`src/rtl/pipeline_hazard_controller.sv`:
```
// Pipeline sequencer for the 5-stage MIPS core: turns load-use hazards, taken branches
// resolved in MEM and data-memory wait states into PC / pipeline-register controls.
module pipeline_hazard_controller #(
    parameter int MAX_WAIT = 16,
    parameter int CNT_W    = 16
) (
    input  logic             Clk,
    input  logic             Reset,
    input  logic [4:0]       ID_Rs,
    input  logic [4:0]       ID_Rt,
    input  logic             ID_UsesRt,
    input  logic             EX_MemRead,
    input  logic [4:0]       EX_Rt,
    input  logic             M_PCSrc,
    input  logic             M_MemAccess,
    input  logic             M_MemReady,
    output logic             PCWrite,
    output logic             IFID_Write,
    output logic             IFID_Flush,
    output logic             IDEX_Flush,
    output logic             EXMEM_Flush,
    output logic             PipeHold,
    output logic             MEMWB_Bubble,
    output logic             MemTimeout,
    output logic [CNT_W-1:0] StallCount,
    output logic [CNT_W-1:0] FlushCount
);

    localparam int WAIT_W = $clog2(MAX_WAIT);

    localparam logic [1:0] ST_RUN   = 2'd0;
    localparam logic [1:0] ST_WAIT  = 2'd1;
    localparam logic [1:0] ST_DRAIN = 2'd2;

    localparam logic [WAIT_W-1:0] WAIT_ONE  = WAIT_W'(1);
    localparam logic [WAIT_W-1:0] WAIT_LAST = WAIT_W'(MAX_WAIT - 1);
    localparam logic [CNT_W-1:0]  CNT_ONE   = CNT_W'(1);
    localparam logic [CNT_W-1:0]  CNT_MAX   = {CNT_W{1'b1}};

    logic [1:0]        state;
    logic [1:0]        state_nxt;
    logic [WAIT_W-1:0] wait_cnt;
    logic [WAIT_W-1:0] wait_cnt_nxt;
    logic              timeout_set;
    logic              flush_evt;
    logic              load_use;
    logic              rs_match;
    logic              rt_match;

    // $0 is hard-wired zero, so a load targeting it can never feed a stale value
    assign rs_match = (EX_Rt == ID_Rs);
    assign rt_match = ID_UsesRt && (EX_Rt == ID_Rt);
    assign load_use = EX_MemRead && (EX_Rt != 5'd0) && (rs_match || rt_match);

    always_comb begin
        PCWrite      = 1'b1;
        IFID_Write   = 1'b1;
        IFID_Flush   = 1'b0;
        IDEX_Flush   = 1'b0;
        EXMEM_Flush  = 1'b0;
        PipeHold     = 1'b0;
        MEMWB_Bubble = 1'b0;
        state_nxt    = state;
        wait_cnt_nxt = wait_cnt;
        timeout_set  = 1'b0;
        flush_evt    = 1'b0;

        case (state)
            ST_RUN: begin
                if (M_PCSrc) begin
                    IFID_Flush  = 1'b1;
                    IDEX_Flush  = 1'b1;
                    EXMEM_Flush = 1'b1;
                    flush_evt   = 1'b1;
                end else if (M_MemAccess && !M_MemReady) begin
                    PCWrite      = 1'b0;
                    IFID_Write   = 1'b0;
                    PipeHold     = 1'b1;
                    MEMWB_Bubble = 1'b1;
                    wait_cnt_nxt = WAIT_ONE;
                    state_nxt    = ST_WAIT;
                end else if (load_use) begin
                    PCWrite    = 1'b0;
                    IFID_Write = 1'b0;
                    IDEX_Flush = 1'b1;
                end
            end

            // the cycle the memory answers behaves as a normal RUN-idle cycle
            ST_WAIT: begin
                if (M_MemReady) begin
                    wait_cnt_nxt = '0;
                    state_nxt    = ST_RUN;
                end else begin
                    PCWrite      = 1'b0;
                    IFID_Write   = 1'b0;
                    PipeHold     = 1'b1;
                    MEMWB_Bubble = 1'b1;
                    if (wait_cnt == WAIT_LAST) begin
                        timeout_set  = 1'b1;
                        wait_cnt_nxt = '0;
                        state_nxt    = ST_DRAIN;
                    end else begin
                        wait_cnt_nxt = wait_cnt + WAIT_ONE;
                    end
                end
            end

            ST_DRAIN: begin
                IFID_Flush   = 1'b1;
                IDEX_Flush   = 1'b1;
                EXMEM_Flush  = 1'b1;
                MEMWB_Bubble = 1'b1;
                state_nxt    = ST_RUN;
            end

            default: begin
                wait_cnt_nxt = '0;
                state_nxt    = ST_RUN;
            end
        endcase
    end

    always_ff @(posedge Clk or negedge Reset) begin
        if (!Reset) begin
            state    <= ST_RUN;
            wait_cnt <= '0;
        end else begin
            state    <= state_nxt;
            wait_cnt <= wait_cnt_nxt;
        end
    end

    // statistics saturate rather than wrap so a long run never reports a small count
    always_ff @(posedge Clk or negedge Reset) begin
        if (!Reset) begin
            MemTimeout <= 1'b0;
            StallCount <= '0;
            FlushCount <= '0;
        end else begin
            if (timeout_set) begin
                MemTimeout <= 1'b1;
            end
            if (!PCWrite && (StallCount != CNT_MAX)) begin
                StallCount <= StallCount + CNT_ONE;
            end
            if (flush_evt && (FlushCount != CNT_MAX)) begin
                FlushCount <= FlushCount + CNT_ONE;
            end
        end
    end

endmodule

```
`config.mk`:
```
export PLATFORM = sky130hd
export DESIGN_NAME = pipeline_hazard_controller
export DESIGN_NICKNAME = d
export VERILOG_FILES = /design/src/rtl/pipeline_hazard_controller.sv
export SDC_FILE = /design/constraint.sdc
export NUM_CORES = 1
export LEC_CHECK = 0
export BUFFER_PORTS_ARGS = -buffer_cell sky130_fd_sc_hd__buf_4
export CORE_MARGIN = 5
export CORE_UTILIZATION = 40
export DETAILED_ROUTE_END_ITERATION = 10
export PLACE_DENSITY_LB_ADDON = 0.12
export SETUP_SLACK_MARGIN = 0.15
export SLEW_MARGIN = 20
export SYNTH_ARGS = -nofsm -noshare
export SYNTH_HDL_FRONTEND = slang
export SYNTH_SLANG_ARGS = --single-unit
```
`constraint.sdc`:
```
create_clock -name Clk -period 6.44 [get_ports Clk]
set_input_delay 1.61 -clock Clk [delete_from_list [all_inputs] [get_ports Clk]]
set_output_delay 1.61 -clock Clk [all_outputs]
set_load 0.03 [all_outputs]
```
==> Word level (Yosys, flattened, before mapping) <==
Cells that the tools add are included.
{ "totals": {"input_bits": 22, "out_inout_bits": 40, "regBits": 39} }
{ "classes": {"mux": 30, "n_reduce_logical": 13, "n_eq_ne": 10, "addsub": 3, "bitwise_logic": 1} }
{ "ops": {"columns": ["op", "count"], "rows": [
  ["adder 16 x 1 -> 16 bit (second input constant)", 2],
  ["inequality test 16 bit (second input constant)", 2],
  ["two-way mux 4 bit", 4],
  ["two-way mux 1 bit", 15],
  ["case mux 4 bit (3 select lines)", 1],
  ["== test 5 bit", 2],
  ["two-way mux 2 bit", 4],
  ["case mux 1 bit (2 select lines)", 4],
  ["logical AND 1 bit", 6],
  ["AND reduction 3 bit", 2],
  ["nonzero test 5 bit", 1],
  ["adder 4 x 1 -> 4 bit (second input constant)", 1],
  ["== test 4 bit (second input constant)", 1],
  ["inequality test 2 bit (second input constant)", 2],
  ["case mux 2 bit (2 select lines)", 1],
  ["inequality test 3 bit (second input constant)", 1],
  ["case mux 1 bit (3 select lines)", 1],
  ["== test 2 x 1 -> 1 bit (second input constant)", 1],
  ["== test 2 bit (second input constant)", 1],
  ["zero test 1 bit", 2],
  ["zero test 2 bit", 1],
  ["logical OR 1 bit", 1],
  ["inverter 1 bit", 1]
]} }

==> Logic depth before layout (Yosys ltp) <==
Gate-level depths: netlist (run 1).
{ "logic_depth": {"ltp_word": 10, "ltp_mapped": 8, "mapped_depth_nobuf": 7} }

==> Worst setup path before layout (run 1) <==
No wires, ideal clock.
{ "synth_path": {"path_kind": "in2out", "start": "in EX_Rt[4]", "end": "out PCWrite", "required_time_ps": 4830, "path_stages": 7, "setup_slack_ps": 1737, "arrival_ps": 3093, "path_cell_list": "xnor2_1 > nand3_1 > o32ai_2 > and2_1 > a21oi_1 > or3_1 > buf_4"} }
{ "synth_between": {"elab_chain_len": 8, "word_cells_on_any_way": 11, "classes_between": "eq/ne: 2; mux: 4; reduce/logical: 5"} }
{ "synth_lines": {"columns": ["element", "line", "text"], "rows": [
  ["start: declaration", "13", "input logic [4:0] EX_Rt,"],
  ["== test 5 bit", "52", "assign rt_match = ID_UsesRt && (EX_Rt == ID_Rt);"],
  ["logical AND 1 bit", "52", null],
  ["logical OR 1 bit", "53", "assign load_use = EX_MemRead && (EX_Rt != 5'd0) && (rs_match || rt_match);"],
  ["logical AND 1 bit (*)", "53", null],
  ["two-way mux 1 bit (*) (3 in a row)", null, null],
  ["case mux 1 bit (2 select lines) (*)", null, null],
  ["end: declaration", "17", "output logic PCWrite,"]
]} }
Mark *: on every way between the ends. The rest lies on a longest branch, timed or not.

==> Worst setup path after layout (run 1) <==
{ "layout_path": {"start": "in EX_Rt[4]", "end": "out IFID_Write"} }
{ "layout_between": {"elab_chain_len": 8, "word_cells_on_any_way": 11, "classes_between": "eq/ne: 2; mux: 4; reduce/logical: 5"} }
{ "layout_lines": {"columns": ["element", "line", "text"], "rows": [
  ["== test 5 bit", "52", null],
  ["logical AND 1 bit", "52", null],
  ["logical OR 1 bit", "53", null],
  ["logical AND 1 bit (*)", "53", null],
  ["two-way mux 1 bit (*)", "82", "end else if (load_use) begin"],
  ["two-way mux 1 bit (*)", "75", "end else if (M_MemAccess && !M_MemReady) begin"],
  ["two-way mux 1 bit (*)", "70", "if (M_PCSrc) begin"],
  ["case mux 1 bit (2 select lines) (*)", "68", "case (state)"],
  ["end: declaration", "18", "output logic IFID_Write,"]
]} }
Marks and branches as above.

==> flow_summary_export.csv, run 1 <==
group,metric,value,unit
critical_path,arrival,3110,ps
critical_path,rr_startpoint,"FlushCount[0]",
drt,drt_iter0_markers,53,
global_routing,grt_pass1_wl,8438,um
logic_synthesis,synth-seq-cells,39,
run_status,status,"finished, final reports clean",
clock_tree,clkLatencyLatePin,290,ps
global_routing,track_usage,14.45,%
worst_hold_path,hp-class,"reg -> reg",
logic_synthesis,yosysSeqAreaShare,44.09,%
drt,vias,1746,
logic_synthesis,synth_area_leaders,"dfrtp_1 (44%), xor2_1 (9.1%), xnor2_1 (5.5%)",
logic_synthesis,ys_warn_count,0,
clock_tree,post_cts_resize_count,0,
clock_tree,cts.sinks,39,
placed_design,io_buffers,61,
finish,layout_commonest_cell,"buf_4",
logic_synthesis,avgSynthCellArea,10.44,um^2
flow_run,maxCapViolCount,0,
die,io_pins,62,
logic_synthesis,synth_cell_types,44,
logic_synthesis,syn_nets,237,
clock_tree,post-cts-setup-buffer-count,0,
logic_synthesis,synth_area_leader_cell,"dfrtp_1",
timing,setup-violations-final,0,
die,start_util,40.69,%
clock_tree,cts_root_buf,"clkbuf_8",
critical_path,path_class,"in -> out",
finish,num_antenna_cells,0,
drt,routed_wl,4779,um
drt,post_drt_wl_per_cell,13.73,um
global_routing,globalRoute.totalOverflow,0,
critical_path,start_kind,"primary input",
timing,fin_hold_ws,483.9,ps
critical_path,worst_ep_required_time,4830,ps
logic_synthesis,syn_area,2213,um^2
timing,fin_crit_sh,73.35,%
timing,maxSlewViolCount,0,
logic_synthesis,synth_top_area_share,44.09,%
die,core.rowCount,27,
placed_design,hpwl,3662,um
die,core,5439,um^2
critical_path,cp-startpoint,"EX_Rt[4]",
timing,period_minus_slack,4724,ps
finish,fill_cells,507,
die,die-area,7121,um^2
clock_tree,clkTransAtPathRegs,70,ps
global_routing,antenna_found_initial,0,
die,die_w,84.39,um
finish,area_growth,27.59,%
timing,fmax,211.7,MHz
power_and_ir_drop,ir_worst_vdd,0.2618,mV
timing,final_hold_viol_count,0,
finish,fin_nets,300,
drt,drtPass1Iterations,4,
power_and_ir_drop,powerDensity,320.4,nW/um^2
clock_tree,clockBufferDepth,2,
drt,drc,0,
timing,fin_tns_setup,0,ps
drt,avgViaCountPerCell,5.017,
clock_tree,cts_buffers,5,
power_and_ir_drop,p_leak,1.282,nW
timing,finalClockSkew,8.573,ps
clock_tree,htree_levels,2,
die,die_y,84.39,um
clock_tree,cts_hold_buf,0,
timing,maxSlewHeadroom,67.26,%
timing,worst_pin_slew,491.1,ps
critical_path,critPathCaptureType,"output pin",
global_routing,grt_pass1_vias,1794,
placed_design,gp_congestion,0.7657,
timing,grt_setup_unrepaired,"no",
logic_synthesis,syn_inst,212,
critical_path,path_max_fanout,3,
worst_hold_path,min_from,"MemTimeout",
global_routing,grt_max_degree,40,
finish,layout_common_cells,"buf_4 (62), dfrtp_1 (39), xor2_1 (23), nand2_1 (20), nor2_1 (16)",
finish,drive_gt1_share,33.70,%
drt,postRouteAntennaNets,0,
clock_tree,cts_tree,"built",
[where the power goes]
| part | leakage, nW | switching [mW] | internal, mW |
|---|---|---|---|
| Sequential | 0.493 | 0.0734 | 0.295 |
| Clock | 0.0581 | 0.0888 | 0.115 |
| Combinational | 0.731 | 0.199 | 0.132 |
| Total | 1.28 | 0.362 | 0.543 |
[Yosys cell counts (all sizes together)]
cell type	n
a41oi	1
and2	2
o32ai	2
clkbuf	1
o41ai	1
nand3	14
or2	3
nor2b	2
dfrtp	39
and4	1
nor4b	1
a211oi	1
nor4	7
or3	3
a31oi	2
nor3	10
nor2	16
mux2	2
ha	3
and3	4
inv	3
a22o	2
o211ai	1
buf	5
nand4	11
a21oi	6
a21o	1
o21a	1
nor3b	1
a31o	1
nand2b	3
nand2	20
xor2	23
o21ai	5
xnor2	14
[layer usage]
layer | share of wire [%] | up-vias | routed length (um) | global-route usage, %
met4 | 2.0 | 0 | 97 | 6.475
met1 | 45 | 819 | 2163 | 19.16
met2 | 48 | 41 | 2286 | 22.67
met3 | 4.8 | 11 | 231 | 3.140
li1 | - | 875 | - | -
met5 | 0 | - | 0 | 0
[final timing paths]
path	end	slack [ps]	cells after the start
max	IFID_Write	1720	8
min	MemTimeout	480	1
max reg2reg	FlushCount[1]	4300	6
min reg2reg	MemTimeout	480	1
max in group asynchronous	wait_cnt[3]	4810	1
min in group asynchronous	FlushCount[0]	1280	1
[worst max-delay path, stage by stage]
cell and delay (ps):
buf_4 120, xnor2_1 150, nand3_1 110, o32ai_2 320, and2_1 200, a21oi_1 70
or3_1 360, buf_4 180
[stage by stage]
| stage | power [mW] | instance area (um^2) | util (%) | instances | setup WS [ps] |
|---|---|---|---|---|---|
| 2_1_floorplan | 0.5811 | 2213 | - | 212 | 1737 |
| 4_1_cts | 0.9188 | 2824 | 51.92 | 348 | 1708 |
| 3_3_place_gp | 0.7075 | 2711 | 49.85 | 340 | 1726 |
| 5_1_grt | 0.9694 | 2824 | 51.92 | 348 | 1610 |
| 6_report | 0.9048 | 2824 | 51.92 | 348 | 1716 |
| 3_5_place_dp | 0.7106 | 2711 | 49.85 | 340 | 1716 |
[cell families after synthesis]
group                      share of synthesized area (%)
muxes                                              1.017
and+or+nand+nor                                    27.08
xor gates and xnor gates                           14.64
AOI/OAI and AO/OA                                  8.367
adders and majority gates                          1.696
buffers and inverters                              3.109
DFF                                                44.09
[state kept, by name, indices dropped and copies added (netlist names)]
signal,cells
FlushCount,16
MemTimeout,1
StallCount,16
state,2
wait_cnt,4
[layout make-up]
| type | instances | area (um^2) | share of cell area (%) |
|---|---|---|---|
| multi-input combinational | 164 | 1169 | 41.38 |
| sequential | 39 | 975.9 | 34.56 |
| timing repair buffer | 62 | 465.4 | 16.48 |
| tap | 72 | 90.09 | 3.190 |
| clock buffer | 5 | 68.82 | 2.437 |
| clock inverter | 3 | 43.79 | 1.551 |
| inverter | 3 | 11.26 | 0.3988 |
Note: power is estimated with default switching activity, not from simulation.
==> inputs of run 2 (changes only) <==
==> constraint.sdc (replaced) <==
create_clock -name Clk -period 4.76 [get_ports Clk]
set_input_delay 1.19 -clock Clk [delete_from_list [all_inputs] [get_ports Clk]]
set_output_delay 1.19 -clock Clk [all_outputs]
set_load 0.03 [all_outputs]
==> flow_summary_export.csv, run 2 (synthesis results as in run 1) <==
group,metric,value,unit
critical_path,worst_ep_required_time,3570,ps
drt,drt_iter0_markers,61,
timing,grt_setup_unrepaired,"no",
clock_tree,cts_root_buf,"clkbuf_8",
finish,layout_commonest_cell,"buf_4",
critical_path,arrival,2680,ps
timing,setup-violations-final,0,
die,start_util,40.69,%
power_and_ir_drop,ir_worst_vdd,0.3432,mV
die,die-area,7121,um^2
critical_path,critPathCaptureType,"output pin",
timing,maxSlewViolCount,0,
drt,avgViaCountPerCell,5.009,
clock_tree,cts_hold_buf,0,
drt,drc,0,
placed_design,hpwl,3630,um
drt,post_drt_wl_per_cell,13.56,um
drt,vias,1743,
finish,num_antenna_cells,0,
die,core,5439,um^2
timing,fin_tns_setup,0,ps
clock_tree,cts_tree,"built",
die,die_y,84.39,um
die,core.rowCount,27,
clock_tree,post-cts-setup-buffer-count,0,
clock_tree,cts_buffers,5,
finish,drive_gt1_share,33.70,%
critical_path,cp.buffers_inverters,2,
clock_tree,cts.sinks,39,
critical_path,crit_chain,"buf_4, xnor2_1, nand3_1, o32ai_2, and2_1, a21oi_1, or3_1, buf_4",
power_and_ir_drop,powerDensity,433.2,nW/um^2
critical_path,cp_slowest_cell,"or3_1",
timing,maxSlewHeadroom,66.87,%
clock_tree,post_cts_resize_count,0,
global_routing,grt_pass1_wl,8328,um
critical_path,path_max_fanout,3,
timing,final_hold_viol_count,0,
timing,period_minus_slack,3874,ps
clock_tree,clkLatencyLatePin,290,ps
placed_design,gp_congestion,0.7656,
placed_design,io_buffers,61,
worst_hold_path,hp-class,"reg -> reg",
finish,final-instance-count-excl-fill,348,
global_routing,track_usage,14.33,%
timing,finalClockSkew,8.862,ps
finish,layout_common_cells,"buf_4 (62), dfrtp_1 (39), xor2_1 (23), nand2_1 (20), nor2_1 (16)",
critical_path,path_common_cell,"buf_4",
drt,routed_wl,4718,um
clock_tree,htree_levels,2,
critical_path,path_class,"in -> out",
drt,postRouteAntennaNets,0,
timing,fin_crit_sh,81.39,%
clock_tree,clkTransAtPathRegs,70,ps
power_and_ir_drop,p_leak,1.282,nW
drt,drtPass1Iterations,4,
placed_design,placedCellCount,340,
critical_path,cpPeakStageDelay,360,ps
clock_tree,clockBufferDepth,2,
run_status,status,"finished, final reports clean",
critical_path,start_kind,"primary input",
die,io_pins,62,
finish,fin_nets,300,
flow_run,maxCapViolCount,0,
critical_path,critPathTopFamily,"simple AND/OR/NAND/NOR gates",
finish,area_growth,27.59,%
global_routing,grt_max_degree,40,
timing,fmax,258.1,MHz
die,die_w,84.39,um
global_routing,grt_pass1_vias,1778,
timing,worst_pin_slew,497.0,ps
global_routing,globalRoute.totalOverflow,0,
finish,post-route-util,51.92,%
global_routing,antenna_found_initial,0,
finish,reg_top3,"FlushCount x16, StallCount x16, wait_cnt x4",
==> run 2: cell counts in the layout (fill, tap and decap cells not counted) <==
Identical to the previous run, type by type.
==> run 2: metal layers <==
layer,GRT usage [%],wire length [um]
met5,0,0
met4,4.173,71
met3,4.024,209
met2,23.03,2271
met1,18.92,2166
==> run 2: where the power goes <==
group,switching (mW),internal [mW]
Sequential,0.0991,0.400
Combinational,0.269,0.179
Clock,0.121,0.156
Total,0.489,0.735
==> run 2: worst paths after layout <==
check,start,to,slack [ps],depth (start not counted)
worst min-delay path,MemTimeout,MemTimeout,480,1
min in group asynchronous,Reset,FlushCount[2],870,1
max in group asynchronous,Reset,StallCount[7],3550,1
worst max register to register,FlushCount[0],FlushCount[1],2620,6
worst min register to register,MemTimeout,MemTimeout,480,1
worst max-delay path,EX_Rt[4],PCWrite,890,8
==> run 2: area by class of cell <==
class / count / area, um^2
clock buffers: 5 / 68.82
clock inverters: 3 / 43.79
fillers: 505 / 2615
inverters: 3 / 11.26
multi-input cells: 164 / 1169
flip-flops and latches: 39 / 975.9
well taps: 72 / 90.09
repair buffers: 62 / 465.4
==> run 2: through the flow <==
stage	total power [mW]	hold slack [ps]	area, um^2	setup WS, ps
2_1_floorplan	0.7862	472.6	2213	897.3
3_3_place_gp	0.9572	457.6	2711	886.5
3_5_place_dp	0.9596	463.3	2711	881.3
4_1_cts	1.243	481.2	2824	877.7
5_1_grt	1.311	502.1	2824	779.1
6_report	1.223	484.2	2824	885.7
